[config.mk]
export PLATFORM = sky130hd
export DESIGN_NAME = fifo_uart_tx
export DESIGN_NICKNAME = d
export VERILOG_FILES = /design/src/rtl/fifo_uart_pkg.sv /design/src/rtl/fifo_uart_tx_baud.sv /design/src/rtl/fifo_uart_tx.sv
export SDC_FILE = /design/constraint.sdc
export NUM_CORES = 1
export LEC_CHECK = 0
export BUFFER_PORTS_ARGS = -buffer_cell sky130_fd_sc_hd__buf_2
export CAP_MARGIN = 10
export CORE_MARGIN = 2
export CORE_UTILIZATION = 30
export CTS_CLUSTER_SIZE = 25
export DETAILED_ROUTE_END_ITERATION = 8
export PLACE_DENSITY_LB_ADDON = 0.1
export SYNTH_ARGS = -nofsm -noshare
export SYNTH_HDL_FRONTEND = slang
export SYNTH_SLANG_ARGS = --single-unit
export TNS_END_PERCENT = 50
[constraint.sdc]
create_clock -name i_clk -period 2.3 [get_ports i_clk]
set_input_delay 0.345 -clock i_clk [delete_from_list [all_inputs] [get_ports i_clk]]
set_output_delay 0.345 -clock i_clk [all_outputs]
set_load 0.05 [all_outputs]
[src/rtl/fifo_uart_pkg.sv]
// Shared constants for the FIFO-fed UART transmitter: state codes, line level,
// WAIT timeout and the clocks-per-bit derivation.
package fifo_uart_pkg;

   localparam logic [2:0] ST_IDLE   = 3'd0;
   localparam logic [2:0] ST_WAIT   = 3'd1;
   localparam logic [2:0] ST_START  = 3'd2;
   localparam logic [2:0] ST_DATA   = 3'd3;
   localparam logic [2:0] ST_PARITY = 3'd4;
   localparam logic [2:0] ST_STOP   = 3'd5;

   typedef enum logic [2:0] {
      S_IDLE   = ST_IDLE,
      S_WAIT   = ST_WAIT,
      S_START  = ST_START,
      S_DATA   = ST_DATA,
      S_PARITY = ST_PARITY,
      S_STOP   = ST_STOP
   } state_t;

   localparam logic TX_IDLE = 1'b1;
   localparam int   WAIT_TO = 2;

   function automatic int calc_cpb(input int clk_freq, input int baud);
      return clk_freq / baud;
   endfunction

endpackage

[src/rtl/fifo_uart_tx_baud.sv]
// Bit-period timer: counts 0..CPB-1, ticks on the last count, restartable.
module baud_tick_gen
   import fifo_uart_pkg::*;
#(
   parameter int CPB = 5208,
   parameter int CW  = $clog2(CPB)
) (
   input  logic          i_clk,
   input  logic          i_rst,
   input  logic          i_restart,
   output logic          o_tick,
   output logic [CW-1:0] o_cnt
);

   localparam logic [CW-1:0] LAST = CW'(CPB - 1);

   logic [CW-1:0] r_cnt;

   always_ff @(posedge i_clk or posedge i_rst) begin
      if (i_rst)
         r_cnt <= '0;
      else if (i_restart || (r_cnt == LAST))
         r_cnt <= '0;
      else
         r_cnt <= r_cnt + 1'b1;
   end

   assign o_tick = (r_cnt == LAST);
   assign o_cnt  = r_cnt;

endmodule

[src/rtl/fifo_uart_tx.sv]
// FIFO reader + 8N1 UART transmitter. Define FIFO_UART_TX_PARITY_EN to insert
// an even-parity bit between the data bits and the stop bit.
module fifo_uart_tx
   import fifo_uart_pkg::*;
#(
   parameter int CLK_FREQ = 50000000,
   parameter int BAUD     = 9600
) (
   input  logic       i_clk,
   input  logic       i_rst,
   input  logic       i_empty,
   input  logic       i_data_ready,
   input  logic [7:0] i_din,
   output logic       o_rd,
   output logic       o_tx,
   output logic       o_busy,
   output logic       o_byte_done,
   output logic       o_err
);

   localparam int CPB = calc_cpb(CLK_FREQ, BAUD);
   localparam int CW  = $clog2(CPB);
   localparam logic [CW-1:0] DONE_CNT = CW'(CPB - 2);
   localparam logic [1:0]    WAIT_LAST = 2'(WAIT_TO - 1);

   state_t        r_state, w_state_n;
   logic [7:0]    r_shift, w_shift_n;
   logic [2:0]    r_bitcnt, w_bitcnt_n;
   logic [1:0]    r_wcnt, w_wcnt_n;
   logic          r_rd, r_tx, r_busy, r_done, r_err;
   logic          w_rd_n, w_tx_n, w_busy_n, w_err_n;
   logic          w_tick, w_restart;
   logic [CW-1:0] w_cnt;
`ifdef FIFO_UART_TX_PARITY_EN
   logic          r_par, w_par_n;
`endif

   // Timer restarts on every state change so each state begins at count 0.
   baud_tick_gen #(.CPB(CPB), .CW(CW)) u_baud (
      .i_clk     (i_clk),
      .i_rst     (i_rst),
      .i_restart (w_restart),
      .o_tick    (w_tick),
      .o_cnt     (w_cnt)
   );

   assign w_restart = (w_state_n != r_state);

   always_comb begin
      w_state_n  = r_state;
      w_shift_n  = r_shift;
      w_bitcnt_n = r_bitcnt;
      w_wcnt_n   = r_wcnt;
      w_err_n    = r_err;
`ifdef FIFO_UART_TX_PARITY_EN
      w_par_n    = r_par;
`endif
      case (r_state)
         S_IDLE: begin
            if (r_rd) begin
               w_state_n = S_WAIT;
               w_wcnt_n  = '0;
            end
         end
         S_WAIT: begin
            if (i_data_ready) begin
               w_shift_n = i_din;
`ifdef FIFO_UART_TX_PARITY_EN
               w_par_n   = ^i_din;
`endif
               w_state_n = S_START;
            end else if (r_wcnt == WAIT_LAST) begin
               w_err_n   = 1'b1;
               w_state_n = S_IDLE;
            end else begin
               w_wcnt_n  = r_wcnt + 2'd1;
            end
         end
         S_START: begin
            if (w_tick) begin
               w_state_n  = S_DATA;
               w_bitcnt_n = '0;
            end
         end
         S_DATA: begin
            if (w_tick) begin
               w_shift_n = {1'b0, r_shift[7:1]};
               if (r_bitcnt == 3'd7) begin
`ifdef FIFO_UART_TX_PARITY_EN
                  w_state_n = S_PARITY;
`else
                  w_state_n = S_STOP;
`endif
               end else begin
                  w_bitcnt_n = r_bitcnt + 3'd1;
               end
            end
         end
`ifdef FIFO_UART_TX_PARITY_EN
         S_PARITY: begin
            if (w_tick) w_state_n = S_STOP;
         end
`endif
         S_STOP: begin
            if (w_tick) w_state_n = S_IDLE;
         end
         default: w_state_n = S_IDLE;
      endcase
   end

   // Outputs are decoded from the next state so the registered pins line up
   // with the state they describe; o_rd looks ahead so the pop lands in the
   // first IDLE cycle.
   always_comb begin
      w_rd_n   = (w_state_n == S_IDLE) && !i_empty;
      w_busy_n = (w_state_n != S_IDLE) || w_rd_n;
      case (w_state_n)
         S_START:  w_tx_n = 1'b0;
         S_DATA:   w_tx_n = w_shift_n[0];
`ifdef FIFO_UART_TX_PARITY_EN
         S_PARITY: w_tx_n = w_par_n;
`endif
         default:  w_tx_n = TX_IDLE;
      endcase
   end

   always_ff @(posedge i_clk or posedge i_rst) begin
      if (i_rst) begin
         r_state  <= S_IDLE;
         r_shift  <= '0;
         r_bitcnt <= '0;
         r_wcnt   <= '0;
         r_rd     <= 1'b0;
         r_tx     <= TX_IDLE;
         r_busy   <= 1'b0;
         r_done   <= 1'b0;
         r_err    <= 1'b0;
`ifdef FIFO_UART_TX_PARITY_EN
         r_par    <= 1'b0;
`endif
      end else begin
         r_state  <= w_state_n;
         r_shift  <= w_shift_n;
         r_bitcnt <= w_bitcnt_n;
         r_wcnt   <= w_wcnt_n;
         r_rd     <= w_rd_n;
         r_tx     <= w_tx_n;
         r_busy   <= w_busy_n;
         r_done   <= (r_state == S_STOP) && (w_cnt == DONE_CNT);
         r_err    <= w_err_n;
`ifdef FIFO_UART_TX_PARITY_EN
         r_par    <= w_par_n;
`endif
      end
   end

   assign o_rd        = r_rd;
   assign o_tx        = r_tx;
   assign o_busy      = r_busy;
   assign o_byte_done = r_done;
   assign o_err       = r_err;

endmodule

======== Yosys cells after proc, flatten, opt, wreduce, memory -nomap -nowiden ========
Cells that the tools add are included.
operators by class
  mux-type cells .......................... 21
  bitwise operators ....................... 1
  add/subtract/negate cells ............... 3
  reductions and logical operators ........ 15
  equality and inequality tests ........... 18
operators by type and width
  cell                     count
  $mux W3                  10
  $eq A13 B13 Y1 const B   2
  $mux W8                  2
  $pmux W8 S2              1
  $pmux W3 S5              1
  $add A13 B1 Y13 const B  1
  $mux W13                 1
  $eq A3 B2 Y1 const B     4
  $ne A2 B2 Y1 const B     5
  $reduce_and A4 Y1        2
  $eq A3 B3 Y1 const B     2
  $logic_not A3 Y1         2
  $mux W2                  3
  $pmux W3 S2              1
  $reduce_and A3 Y1        2
  $reduce_bool A2 Y1       3
  $ne A2 B1 Y1 const B     2
  $pmux W2 S2              1
  $add A3 B1 Y3 const B    1
  $eq A3 B1 Y1 const B     1
  $ne A3 B3 Y1             1
  $reduce_bool A3 Y1       1
  $add A2 B1 Y2 const B    1
  $eq A2 B1 Y1 const B     1
  other kinds (5)          7
word-level totals
  output and inout bits ................... 5
  bits of input ports ..................... 12
  logic and storage cells ................. 69
  bits in registers ....................... 34

======== Logic depth before layout (Yosys ltp) ========
Gate-level depths: netlist of the first run.
  depth after elaboration ................. 7
  depth in mapped cells ................... 8
  depth with buffers taken out ............ 7

======== Hierarchy ========
A second synthesis of the first run with hierarchy kept.
second synthesis, totals
  cell total of the unflattened synthesis .. 184
  area, all modules ....................... 1,810.5 sq um
modules (own cells, without submodules)
  module         sequential area each (sq um)  cells each  area each (sq um)  times used
  fifo_uart_tx   526.8                         119         1,154.9            1
  baud_tick_gen  325.3                         65          655.6              1

======== Worst setup path after synthesis of the first run ========
Ideal clock, no wire load.
  path kind ............................... flip-flop to flip-flop
  from .................................... register u_baud.r_cnt[5] (netlist: u_baud.o_cnt[5])
  to ...................................... register r_shift[1]
  cell stages (with the launch flop) ...... 5
  setup time .............................. 0.126 ns
  data arrival time ....................... 1.747 ns
  clock period less this slack ............ 1.874 ns
  path slack .............................. 0.426 ns
  path buffers ............................ 0
  data required time ...................... 2.174 ns
  cells stage by stage .................... dfrtp_1 -> or3b_1 -> nor4_4 -> nor2_1 -> a221o_2
on the way
  word-level cells in the longest chain between the ends .. 3
ends and longest elaborated chain
  element                             line                     text
  from (decl)                         fifo_uart_tx_baud.sv:17  logic [CW-1:0] r_cnt;
  from (signal assigned)              fifo_uart_tx_baud.sv:25  r_cnt <= r_cnt + 1'b1;
  $eq A13 B13 Y1                      fifo_uart_tx_baud.sv:28  assign o_tick = (r_cnt == LAST);
  $ne A2 B1 Y1 (no source line)       --
  $reduce_and A3 Y1 (no source line)  --
  to (signal assigned)                fifo_uart_tx.sv:143      r_shift <= w_shift_n;
  to (decl)                           fifo_uart_tx.sv:27       logic [7:0] r_shift, w_shift_n;
No other way between the ends.
A chain may end at the register's enable or synchronous reset.

======== Worst setup path in the final report of the first run ========
  from .................................... register u_baud.r_cnt[0] (netlist: u_baud.o_cnt[0])
  to ...................................... register r_busy (netlist: o_busy)
on the way
  word-level cells in the longest chain between the ends .. 6
  elaborated cells between the ends (all ways) .. 9
  those cells by class .................... 1 x eq/ne; 4 x mux; 4 x reduce/logical
ends and longest elaborated chain
  element                     line                                                         text
  $eq A13 B13 Y1 (*)          fifo_uart_tx_baud.sv:28
  $mux W3 (on tied branches)  fifo_uart_tx.sv:105, fifo_uart_tx.sv:80, fifo_uart_tx.sv:86
  $pmux W3 S5 (*)             fifo_uart_tx.sv:58                                           case (r_state)
  via w_state_n[1]            fifo_uart_tx.sv:26                                           state_t r_state, w_state_n;
  $logic_not A3 Y1            fifo_uart_tx.sv:115                                          w_rd_n = (w_state_n == S_IDLE) && !i_empty;
  $logic_and A1 B1 Y1         fifo_uart_tx.sv:115
  $logic_or A1 B1 Y1 (*)      fifo_uart_tx.sv:116                                          w_busy_n = (w_state_n != S_IDLE) || w_rd_n;
  via w_busy_n                fifo_uart_tx.sv:31                                           logic w_rd_n, w_tx_n, w_busy_n, w_err_n;
  to (signal assigned)        fifo_uart_tx.sv:148                                          r_busy <= w_busy_n;
  to (decl)                   fifo_uart_tx.sv:30                                           logic r_rd, r_tx, r_busy, r_done, r_err;
Mark *: on every way through the listed nets, which the timed path passes. The rest lies on a longest branch.

==> impl_metrics.yaml, run 1 <==
cts:
  cts_buffer_depth: 2
  cts_setup_buffers: 0
  cts_tree: "built"
  htreeDepth: 2
  numCtsBuffers: 5
  worstSkewPairLatency_ns: 0.29
  holdBufCountCts: 0
  clk_pin_slew_ns: 0.07
  clockRootBuffer: "clkbuf_8"
  cts.repair.resized: 0
  clock_sinks: 34
grt:
  grt_max_degree: 35
  antenna_found_initial: 0
  grt_pass1_vias: 1300
  grt-ovfl-total: 0
  globalRouteTotalUtil_pct: 12.6
  grt_pass1_wl_um: 6100
critical_path:
  worstReg2RegStart: "u_baud.o_cnt[0]$_DFF_PP0_"
  crit_arrival_ns: 2.19
  max_stage_delay_ns: 0.48
  critPathCaptureType: "flip-flop"
  crit_fanout: 7
  reg2reg_depth: 6
  crit_type: "flip-flop to flip-flop"
  start_kind: "flip-flop"
  required_ns: 2.46
  r2r-end: "o_busy$_DFF_PP0_"
  crit_slowest_cell: "or3b_2"
  rrSetupSlack_ns: 0.27
  path_cells: "ha_1 > nor4bb_1 > nand4_1 > nor2_1 > nor3_1 > or3b_2"
floorplanning:
  design.die.area_um2: 6390
  rows: 27
  io_pins: 17
  die_w_um: 79.9
  dieHeight_um: 79.9
  coreArea_um2: 5540
  start_util_pct: 31.2
place:
  post_dp_cell_area_um2: 1900
  dp.final_hpwl_um: 2510
  gp_congestion: 0.783
  port_buffers: 16
  placed_cells: 252
synth:
  yosysMostFrequentCell: "dfrtp_1"
  synth_common_cells: "dfrtp_1 (33), nor2_1 (22), nand2_1 (11)"
  netlist_area_um2: 1730
  yosys.area.top_type: "dfrtp_1"
  synth_top_area_share_pct: 47.8
  ys_warn_count: 0
  ys_top_cells_by_area: "dfrtp_1 (48%), nor2_1 (4.8%), xor2_1 (4.6%)"
  synthDistinctLibCells: 47
  syn_area_per_cell_um2: 10.4
  ys_ff_latch: 34
  synth_edf_count: 0
  syn-num-nets: 183
  ys_async_sr_fraction_pct: 100
  yosysSeqAreaShare_pct: 49.3
  syn_inst: 166
  ys.flop_type: "dfrtp_1"
timing:
  finalHoldViolCount: 0
  rsz0062_at_grt: "no"
  max_slew_margin_pct: 66.9
  maxSlewViolCount: 0
  fin_skew_ns: 0.00620
  tightestPinTransition_ns: 0.495
  fmax_mhz: 493
  finalSetupTns_ns: 0
  fin_crit_sh_pct: 88.2
  setup_viol: 0
  period_minus_slack_ns: 2.03
drt:
  viasPerCell: 4.93
  drt_iter0_drc: 62
  firstDrtPassIters: 4
  num_vias: 1282
  wl_per_cell_um: 13.4
  drt_wl_total_um: 3490
  drc: 0
  drtAntennaViolNets: 0
cells_and_area:
  final_layout_size_suffix_gt1_share_pct: 21.3
  final_cells: 260
  final_area_um2: 1990
  fillers: 566
  n_antenna_cell: 0
  area_delta_synth_final_pct: 14.9
  finalNetCount: 204
min_path:
  hold_path.class: "input pin to asynchronous set/reset pin"
flow_run:
  cap_violations: 0
power_and_ir_drop:
  ir_drop_mv: 0.444
  p_leak_nw: 0.916
  pwr_density_cell_nw_per_um2: 952
status:
  outcome: "complete, no violations"
## worst max-delay path by stage
stage | slack [ns] | to | cells after the start | from
finish | 0.27 | o_busy$_DFF_PP0_ | 6 | u_baud.o_cnt[0]$_DFF_PP0_
global route | 0.12 | o_busy$_DFF_PP0_ | 6 | u_baud.o_cnt[0]$_DFF_PP0_
CTS | 0.26 | o_busy$_DFF_PP0_ | 6 | u_baud.o_cnt[0]$_DFF_PP0_
detailed placement | 0.27 | o_busy$_DFF_PP0_ | 6 | u_baud.o_cnt[0]$_DFF_PP0_
global placement | 0.35 | o_busy$_DFF_PP0_ | 6 | u_baud.o_cnt[0]$_DFF_PP0_
floorplan | 0.43 | r_shift[1]$_DFFE_PP0P_ | 4 | u_baud.o_cnt[5]$_DFF_PP0_
## cell type report
class / count / area, um2 / area share, %
well taps: 72 / 90.1 / 4.53
clock buffers: 8 / 90.1 / 4.53
multi-input cells: 122 / 837 / 42.1
inverters: 6 / 22.5 / 1.13
repair buffers: 18 / 95.1 / 4.79
flip-flops and latches: 34 / 852 / 42.9
## flip-flops by register name (all words and copies together), names as in the netlist
register,count
o_rd,1
r_state,3
r_bitcnt,3
r_shift,8
r_wcnt,2
o_busy,1
o_tx,1
u_baud.o_cnt,13
o_err,1
o_byte_done,1
## worst max-delay path: cells and delay by family, from the launching register on
family | cells | cell delay, ns
simple gates | 5 | 1.14
fa+ha+maj | 1 | 0.33
flops | 1 | 0.42
## cells by family (layout without fill, tap and decap cells)
| logic type | count (synthesis) | count (layout) | synth area share (%) |
|---|---|---|---|
| simple gates | 82 | 82 | 27.4 |
| fa+ha+maj | 5 | 5 | 3.62 |
| compound gates | 22 | 22 | 10.6 |
| mux | 2 | 2 | 1.23 |
| xor+xnor | 11 | 11 | 5.57 |
| flops | 34 | 34 | 49.3 |
| buf+inv | 10 | 32 | 2.32 |
## through the flow
| stage | utilization [%] | total power, mW | setup slack (ns) | hold WS (ns) |
|---|---|---|---|---|
| 2_1_floorplan | - | 1.32 | 0.426 | 0.418 |
| 3_3_place_gp | 34.2 | 1.44 | 0.353 | 0.449 |
| 3_5_place_dp | 34.2 | 1.46 | 0.273 | 0.463 |
| 4_1_cts | 35.9 | 1.92 | 0.260 | 0.156 |
| 5_1_grt | 35.9 | 2.03 | 0.122 | 0.207 |
| 6_report | 35.9 | 1.89 | 0.271 | 0.142 |
## cell usage in the layout, fill, tap and decap left out, types with 3 or more instances in the layout
cell type   n
dfrtp_1    33
nor2_1     22
buf_2      16
nand2_1    11
and2_1      9
nand3_1     9
xor2_1      9
inv_1       6
clkbuf_8    6
a221o_2     5
ha_1        5
nand2b_1    4
a21oi_1     4
nor3_1      4
nand4_1     3
## per-layer routing
layer / up-vias / global-route usage (%) / share of wire, %
met2: 21 / 19.0 / 46
met4: 0 / 4.92 / 1.7
met3: 6 / 4.07 / 4.0
met5: - / 0 / 0
li1: 627 / - / -
met1: 628 / 16.7 / 48
## where the power goes
part / total (mW) / switching (mW) / leakage [nW] / internal [mW]
sequential: 0.942 / 0.176 / 0.428 / 0.766
combinational: 0.502 / 0.273 / 0.443 / 0.229
clock: 0.447 / 0.203 / 0.0455 / 0.244
total: 1.89 / 0.653 / 0.916 / 1.24
Power figures use the tool's default switching activity.
==> inputs of run 2 (changes only) <==
--- a/config.mk
+++ b/config.mk
@@ -7,6 +7,8 @@
 export LEC_CHECK = 0
 export BUFFER_PORTS_ARGS = -buffer_cell sky130_fd_sc_hd__buf_2
 export CAP_MARGIN = 10
+export CELL_PAD_IN_SITES_DETAIL_PLACEMENT = 1
+export CELL_PAD_IN_SITES_GLOBAL_PLACEMENT = 1
 export CORE_MARGIN = 2
 export CORE_UTILIZATION = 30
 export CTS_CLUSTER_SIZE = 25
==> run 2 against run 1 <==
Clock-buffer cell count fell by 1; worst hold slack improved by 0.0082 ns; die area did not move; fmax fell by 2.4%; critical endpoint unchanged; non-clock buffer count rose by 1; register-to-register slack got worse by 0.05 ns; sequential share of layout area rose by 0.14 points; global-route usage rose by 1.4 points; via count rose by 2.5%; wire length rose by 13%; critical path depth did not move.
==> impl_metrics.yaml, run 2 (synthesized netlist as in run 1, its figures left out) <==
status:
  outcome: "complete, no violations"
grt:
  met3_usage_pct: 3.73
  globalRouteTotalUtil_pct: 14.0
  grt-ovfl-total: 0
  grt_busiest_layer: "met2"
  grtUsageMet2_pct: 22.6
  antenna_found_initial: 0
  grt_max_degree: 35
  grt_pass1_vias: 1383
  met1_usage_pct: 17.9
  grt_pass1_wl_um: 6880
cells_and_area:
  final_area_um2: 1980
  final_layout_size_suffix_gt1_share_pct: 21.3
  area_delta_synth_final_pct: 14.5
  n_antenna_cell: 0
  largest_reg_flops: 13
  final_common_cell: "dfrtp_1"
  finalNetCount: 205
  final_cell_mix: "dfrtp_1 (33), nor2_1 (22), buf_2 (16), nand2_1 (11)"
critical_path:
  crit_arrival_ns: 2.23
  rrSetupSlack_ns: 0.22
  start_kind: "flip-flop"
  worstReg2RegStart: "u_baud.o_cnt[0]$_DFF_PP0_"
  required_ns: 2.46
  critPathCaptureType: "flip-flop"
  reg2reg_depth: 6
  crit_fanout: 7
  crit_type: "flip-flop to flip-flop"
  r2r-end: "o_busy$_DFF_PP0_"
drt:
  viasPerCell: 5.05
  drt_wl_total_um: 3940
  firstDrtPassIters: 4
  drc: 0
  num_vias: 1314
  drtAntennaViolNets: 0
  drt_iter0_drc: 68
  wl_per_cell_um: 15.1
floorplanning:
  io_pins: 17
  rows: 27
  dieHeight_um: 79.9
  start_util_pct: 31.2
  design.die.area_um2: 6390
  die_w_um: 79.9
  coreArea_um2: 5540
place:
  post_dp_cell_area_um2: 1900
  dp.final_hpwl_um: 2830
  gp_congestion: 0.732
  port_buffers: 16
cts:
  cts.repair.resized: 0
  holdBufCountCts: 0
  htreeDepth: 2
  cts_tree: "built"
  clockRootBuffer: "clkbuf_8"
  clk_pin_slew_ns: 0.07
  cts_buffer_depth: 2
  clock_sinks: 34
  worstSkewPairLatency_ns: 0.28
  cts_setup_buffers: 0
  numCtsBuffers: 5
power_and_ir_drop:
  ir_drop_mv: 0.480
  pwr-share-comb_pct: 27.7
  p_clk_share_pct: 21.7
  power_switching_share_pct: 35.7
  p_leak_nw: 0.915
  power_switching_uw: 668
  seqPwrFrac_pct: 50.5
  intPower_mw: 1.20
  pwr_density_cell_nw_per_um2: 945
timing:
  maxSlewViolCount: 0
  fin_crit_sh_pct: 90.4
  fin_skew_ns: 0.00403
  tightestPinTransition_ns: 0.459
  period_minus_slack_ns: 2.08
  finalSetupTns_ns: 0
  max_slew_margin_pct: 69.4
  rsz0062_at_grt: "no"
  finalHoldViolCount: 0
  fmax_mhz: 481
  setup_viol: 0
flow_run:
  cap_violations: 0
min_path:
  hold_path.class: "input pin to asynchronous set/reset pin"
## run 2: changes by cell type in the layout (fill, tap and decap cells not counted)
cell and change:
clkbuf_8 -1, buf_4 +1
## run 2: per-stage QoR
step	total power, mW	instances	utilization [%]	worst slack [ns]	hold slack, ns
6_report	1.87	260	35.7	0.222	0.150
5_1_grt	2.02	260	35.7	0.0726	0.198
4_1_cts	1.90	260	35.7	0.222	0.161
3_5_place_dp	1.47	253	34.4	0.244	0.457
3_3_place_gp	1.44	253	34.4	0.342	0.448
2_1_floorplan	1.32	166	-	0.426	0.418
## run 2: area by class of cell
class,count,area (um2)
Tap cell,72,90.1
Multi-Input combinational cell,122,837
Fill cell,652,3560
Clock buffer,7,76.3
Timing Repair Buffer,19,103
Sequential cell,34,852
Inverter,6,22.5
## run 2: worst max path at each step
stage,startpoint,endpoint,cells past startpoint
after floorplan,u_baud.o_cnt[5]$_DFF_PP0_,r_shift[1]$_DFFE_PP0P_,4
after global placement,u_baud.o_cnt[0]$_DFF_PP0_,o_busy$_DFF_PP0_,6
after detailed placement,u_baud.o_cnt[0]$_DFF_PP0_,o_busy$_DFF_PP0_,6
after CTS,u_baud.o_cnt[0]$_DFF_PP0_,o_busy$_DFF_PP0_,6
after global routing,u_baud.o_cnt[0]$_DFF_PP0_,o_busy$_DFF_PP0_,6
final,u_baud.o_cnt[0]$_DFF_PP0_,o_busy$_DFF_PP0_,6
## run 2: per-layer routing
layer  wire, um  share of wire (%)  up-vias
li1           -                  -      634
met1       1860                 47      660
met2       1910                 48       14
met4         61                1.5        0
met3        109                2.8        6
met5          0                  0        -
## run 2: power groups by stage
stage	logic, mW	clock network, mW	registers, mW
after floorplan	0.384	0	0.938
after global placement	0.504	0	0.940
after detailed placement	0.523	0	0.952
after CTS	0.528	0.432	0.941
after global routing	0.586	0.460	0.972
final	0.519	0.407	0.946
## run 2: worst max-delay path: stages, from the launching register on
cell and delay, ns:
dfrtp_1 0.43, ha_1 0.35, nor4bb_1 0.24, nand4_1 0.20, nor2_1 0.15, nor3_1 0.09
or3b_2 0.49
